### src/rtl/write_buffer_ctrl.sv
// Write-side controller for the Sobel banked line buffers: distributes each
// raster pixel across three RAM banks and issues lagged in-order column reads.
module write_buffer_ctrl #(
    parameter int DATA_WD = 8,
    parameter int ADDR_WD = 10,
    parameter int RAM_WD  = 8,
    parameter int IMG_W   = 640,
    parameter int IMG_H   = 480,
    parameter int ROW_WD  = 9
) (
    input  logic               clk_i,
    input  logic               rst_ni,
    input  logic               pix_valid_i,
    input  logic [DATA_WD-1:0] pix_data_i,
    input  logic               sof_i,
    output logic               pix_ready_o,
    output logic               ram0_wen,
    output logic               ram1_wen,
    output logic               ram2_wen,
    output logic [RAM_WD-1:0]  wr_addr,
    output logic [DATA_WD-1:0] wr_data,
    output logic               r_en_o,
    output logic [ADDR_WD-1:0] raddr_o,
    output logic [ROW_WD-1:0]  row_o,
    output logic               eol_o,
    output logic               eof_o,
    output logic               sof_err_o
);

    typedef enum logic [1:0] {IDLE, ROW, FLUSH} state_t;

    localparam logic [ADDR_WD-1:0] LAST_COL = ADDR_WD'(IMG_W - 1);
    localparam logic [ROW_WD-1:0]  LAST_ROW = ROW_WD'(IMG_H - 1);

    state_t              state_reg;
    logic [ADDR_WD-1:0]  wcol_reg;
    logic [1:0]          wbank_reg;
    logic [RAM_WD-1:0]   waddr_reg;
    logic [ROW_WD-1:0]   row_reg;
    logic [2:0]          wen_reg;
    logic [2:0]          bank_sel;
    logic                accept;

    assign pix_ready_o = (state_reg != FLUSH);
    assign accept      = pix_valid_i && pix_ready_o;

    genvar gi;
    generate
        for (gi = 0; gi < 3; gi++) begin : g_bank_sel
            assign bank_sel[gi] = (wbank_reg == 2'(gi));
        end
    endgenerate

    assign ram0_wen = wen_reg[0];
    assign ram1_wen = wen_reg[1];
    assign ram2_wen = wen_reg[2];
    assign row_o    = row_reg;

    always_ff @(posedge clk_i or negedge rst_ni) begin
        if (!rst_ni) begin
            state_reg <= IDLE;
            wcol_reg  <= '0;
            wbank_reg <= '0;
            waddr_reg <= '0;
            row_reg   <= '0;
            wen_reg   <= '0;
            wr_addr   <= '0;
            wr_data   <= '0;
            r_en_o    <= 1'b0;
            raddr_o   <= '0;
            eol_o     <= 1'b0;
            eof_o     <= 1'b0;
            sof_err_o <= 1'b0;
        end else begin
            wen_reg <= '0;
            r_en_o  <= 1'b0;
            eol_o   <= 1'b0;
            eof_o   <= 1'b0;
            case (state_reg)
                IDLE, ROW: begin
                    if (accept) begin
                        wen_reg  <= bank_sel;
                        wr_addr  <= waddr_reg;
                        wr_data  <= pix_data_i;
                        // Column c is read only once column c+1 has been written.
                        if (wcol_reg != '0) begin
                            r_en_o  <= 1'b1;
                            raddr_o <= wcol_reg - ADDR_WD'(1);
                        end
                        wcol_reg <= wcol_reg + ADDR_WD'(1);
                        if (wbank_reg == 2'd2) begin
                            wbank_reg <= 2'd0;
                            waddr_reg <= waddr_reg + RAM_WD'(1);
                        end else begin
                            wbank_reg <= wbank_reg + 2'd1;
                        end
                        if (sof_i) begin
                            if (wcol_reg == '0) row_reg   <= '0;
                            else                sof_err_o <= 1'b1;
                        end
                        state_reg <= (wcol_reg == LAST_COL) ? FLUSH : ROW;
                    end
                end
                FLUSH: begin
                    // Final column read of the row; no pixel accepted this cycle.
                    r_en_o    <= 1'b1;
                    raddr_o   <= LAST_COL;
                    eol_o     <= 1'b1;
                    wcol_reg  <= '0;
                    wbank_reg <= '0;
                    waddr_reg <= '0;
                    if (row_reg == LAST_ROW) begin
                        row_reg <= '0;
                        eof_o   <= 1'b1;
                    end else begin
                        row_reg <= row_reg + ROW_WD'(1);
                    end
                    state_reg <= IDLE;
                end
                default: state_reg <= IDLE;
            endcase
        end
    end

endmodule

### config.mk
export PLATFORM = sky130hd
export DESIGN_NAME = write_buffer_ctrl
export DESIGN_NICKNAME = d
export VERILOG_FILES = /design/src/rtl/write_buffer_ctrl.sv
export SDC_FILE = /design/constraint.sdc
export NUM_CORES = 1
export LEC_CHECK = 0
export CAP_MARGIN = 20
export CORE_MARGIN = 4
export CORE_UTILIZATION = 30
export DETAILED_ROUTE_END_ITERATION = 7
export PLACE_DENSITY_LB_ADDON = 0.05
export SYNTH_ARGS = -nofsm -noshare
export SYNTH_HDL_FRONTEND = slang
export SYNTH_SLANG_ARGS = --single-unit
### constraint.sdc
create_clock -name clk_i -period 1.85 [get_ports clk_i]
set_input_delay 0.4625 -clock clk_i [delete_from_list [all_inputs] [get_ports clk_i]]
set_output_delay 0.4625 -clock clk_i [all_outputs]
set_load 0.05 [all_outputs]
==> summary.log <==
INFO  global_route   first_global_vias=2293
INFO  drt            avgViaCountPerCell=4.59
INFO  worst_setup_path crit_type=register to output port
INFO  sta            finalSetupTns=0ns
INFO  power          power_density=1500nW/um^2
INFO  drt            routed_wl=6930um
INFO  clock_tree     clock_transition_time_at_the_flip_flop_clock_pins_of_the_worst_setup_and_hold_paths=0.07ns
INFO  power          power.leakage=1.80nW
INFO  synthesis      synth_top_cells_by_count=64 x sky130_fd_sc_hd__dfrtp_1, 62 x sky130_fd_sc_hd__nand2_1, 17 x sky130_fd_sc_hd__nor2_1
INFO  final_layout   fill_cells=947
INFO  power          ir_worst_vdd=0.696mV
INFO  synthesis      sequential_to_total_area_share_from_yosys_stat=0.550
INFO  worst_setup_path cp_cell_sequence=nand2b_1, buf_8, buf_12
INFO  synthesis      synthesis.instances=293
INFO  place          place.detailed.instances=478
INFO  floorplanning  die_width=107um
INFO  sta            worst_slew_margin_rel=0.723
INFO  clock_tree     cts_tree=done
INFO  synthesis      yosys.cell_count.top_type=sky130_fd_sc_hd__dfrtp_1
INFO  sta            maxSlewViolCount=0
INFO  synthesis      post_synth_num_cell_types=41
INFO  synthesis      synth_xor_xnor_area_share=0.0451
INFO  worst_setup_path worstSetupStartpoint=state_reg[1]$_DFFE_PN0P_
INFO  synthesis      ys_warn_count=0
INFO  clock_tree     clkLatencyLatePin=0.34ns
INFO  drt            routed_wire_length_per_instance=14.0um
INFO  place          place.port_buffers=54
INFO  worst_setup_path timing.rr.start=wcol_reg[0]$_DFFE_PN0P_
INFO  clock_tree     tritoncts.num_buffers=9
INFO  synthesis      synth_top_cell_by_area=sky130_fd_sc_hd__dfrtp_1
INFO  place          place_congestion=0.713
INFO  sta            period_minus_slack=1.76ns
INFO  final_layout   nNetsFinal=377
INFO  final_layout   areaGrowthSynthToFinish=30.9%
INFO  global_route   grt_antenna_before_repair=0
INFO  sta            setup_repair_after_global_routing_missed_its_margin=false
INFO  floorplanning  fp.dieArea=11300um^2
INFO  place          detailed_place_hpwl=4610um
INFO  sta            min_period_over_period=0.954
INFO  synthesis      yosysTopAreaCellShare=0.550
INFO  sta            setup_viol=0
INFO  global_route   maximum_number_of_pins_on_one_net_before_global_route_repair=65
INFO  sta            hold_viol=0
INFO  synthesis      muxShareOfSynthArea=0.0172
INFO  sta            fmaxAchievable=567MHz
INFO  synthesis      ys_async_sr_fraction=1.00
INFO  synthesis      yosys.area_share.simple=0.221
INFO  global_route   grt-ovfl-total=0
INFO  synthesis      synthesis.area=2910um^2
INFO  sta            finClkSkew=0.00541ns
INFO  floorplanning  io-pin-count=55
INFO  final_layout   number_of_inserted_diodes=0
INFO  final_layout   finish.cell_count_without_fillers=493
INFO  synthesis      ys_dominant_reg_cell=sky130_fd_sc_hd__dfrtp_1
INFO  floorplanning  placeableCoreArea=9330um^2
INFO  drt            drt_iter0_drc=57
INFO  floorplanning  initial_core_util=0.312
INFO  synthesis      synth_compound_gate_area_share=0.0993
INFO  worst_setup_path cpPeakStageDelay=0.44ns
INFO  clock_tree     holdBufCountCts=0
INFO  synthesis      post_syn_nets=310
INFO  clock_tree     cts_htree_levels=3
INFO  floorplanning  dieHeight=107um
INFO  drt            num_vias=2265
INFO  synthesis      yosys-top-cells-area=sky130_fd_sc_hd__dfrtp_1 55%, sky130_fd_sc_hd__nand2_1 8.0%, sky130_fd_sc_hd__xor2_1 2.7%
INFO  global_route   globalRouteTotalUtil=0.131
INFO  synthesis      synth-edff-count=0
INFO  drt            ant_nets=0
INFO  final_layout   area_of_combinational_cells_with_multiple_inputs=1180um^2
INFO  worst_setup_path critPathMaxFanout=16
INFO  global_route   wire_length_of_the_first_global_routing_pass=11800um
INFO  clock_tree     max-clock-path-buffers=2
INFO  floorplanning  floorplan.rows=35
INFO  worst_setup_path worst_ep_arrival_time=1.30ns
INFO  sta            tightestPinTransition=0.416ns
INFO  synthesis      post_synth_fa_ha_maj_area_fraction=0.0215
INFO  worst_setup_path worst_setup_path_end_kind=output port
INFO  status         result_of_the_run=complete, no violations
INFO  worst_setup_path critPathRequiredTime=1.39ns
INFO  final_layout   area.sequential=1600um^2
INFO  synthesis      synth_seq_cells=64
INFO  synthesis      dominant_combinational_cell_family_by_area_after_synthesis=simple AND/OR/NAND/NOR gates
INFO  run            maxCapViolations=0
INFO  drt            post-route-drc-count=0
INFO  final_layout   ratio_of_cells_with_drive_above_1_in_the_final_layout=0.234
INFO  worst_setup_path startpoint_type=register
INFO  drt            detailedRoute.firstPassIterationCount=4
INFO  clock_tree     cts.sink_count=64
INFO  worst_setup_path r2r_cells=6
INFO  hold_path      hold_class=input pin to async pin
INFO  clock_tree     ctsRootBufferMaster=sky130_fd_sc_hd__clkbuf_8
INFO  synthesis      synthesis.area_per_instance=9.94um^2
INFO  worst_setup_path slowest_stage=sky130_fd_sc_hd__dfrtp_1
-- stage by stage --
step	util	hold slack [ns]	worst slack [ns]	cell area [um^2]	power (mW)
final	0.408	0.135	0.0859	3810	5.72
after global routing	0.408	0.160	0.00308	3810	6.09
after CTS	0.408	0.137	0.0443	3810	5.82
after detailed placement	0.384	0.449	-0.141	3580	4.42
after global placement	0.384	0.442	-0.110	3580	4.42
after floorplan	-	0.167	0.114	2910	3.68
-- report_power, final --
group	internal, mW	total [mW]	switching [mW]
sequential	1.75	2.09	0.338
clock	0.824	1.35	0.526
combinational	0.797	2.29	1.49
-- layer usage --
metal	GRT usage	share of wire
met1	0.175	0.49
met2	0.202	0.45
met3	0.0340	0.044
met4	0.0548	0.018
met5	0	0
-- logic make-up (layout without fill, tap and decap cells) --
kind of cell,Yosys count,count (layout)
simple gates,134,134
flops,64,64
compound gates,42,42
buf+inv,28,99
xor+xnor,15,15
fa+ha+maj,5,5
mux,5,5
-- cell usage in the layout, fill, tap and decap left out, drive strengths merged, types with 2 or more instances in the layout --
cell	n
bufinv	2
buf	63
clkdlybuf4s50	10
ha	5
o221ai	3
a21oi	10
xnor2	6
nor3	11
mux2i	5
or4	2
dfrtp	64
nand2	62
clkbuf	12
nor2	17
and3	4
a21o	3
inv	10
nand3	11
xor2	9
nor3b	3
nand4	11
clkinv	2
o22ai	2
o211ai	5
o31ai	4
nand2b	5
nor4	4
o21ai	11
-- area by class of cell --
type,count,area share
Sequential cell,64,0.421
Inverter,11,0.0112
Clock buffer,12,0.0407
Clock inverter,3,0.0171
Multi-Input combinational cell,201,0.309
Timing Repair Buffer,73,0.158
Tap cell,129,0.0424
-- path summary, 6_finish.rpt --
path,endpoint,slack [ns]
worst min register to register,sof_err_o$_DFFE_PN0P_,0.46
min in group clk_i,sof_err_o$_DFFE_PN0P_,0.46
max in group asynchronous,row_o[0]$_DFFE_PN0P_,1.42
worst max-delay path,pix_ready_o,0.09
worst max register to register,row_o[5]$_DFFE_PN0P_,0.18
worst min-delay path,wr_data[7]$_DFFE_PN0P_,0.13
-- repair_timing --
item	in CTS	in global routing
endpoints found under the setup margin	1	1
buffers inserted	0	0
pin swaps	0	0
resized for setup	1	1
-- worst max-delay path, delay by kind of cell (launching register included) --
kind | cells | cell delay (ns)
DFF | 1 | 0.44
buffers and inverters | 2 | 0.35
and+or+nand+nor | 1 | 0.17
Power figures use the tool's default switching activity.
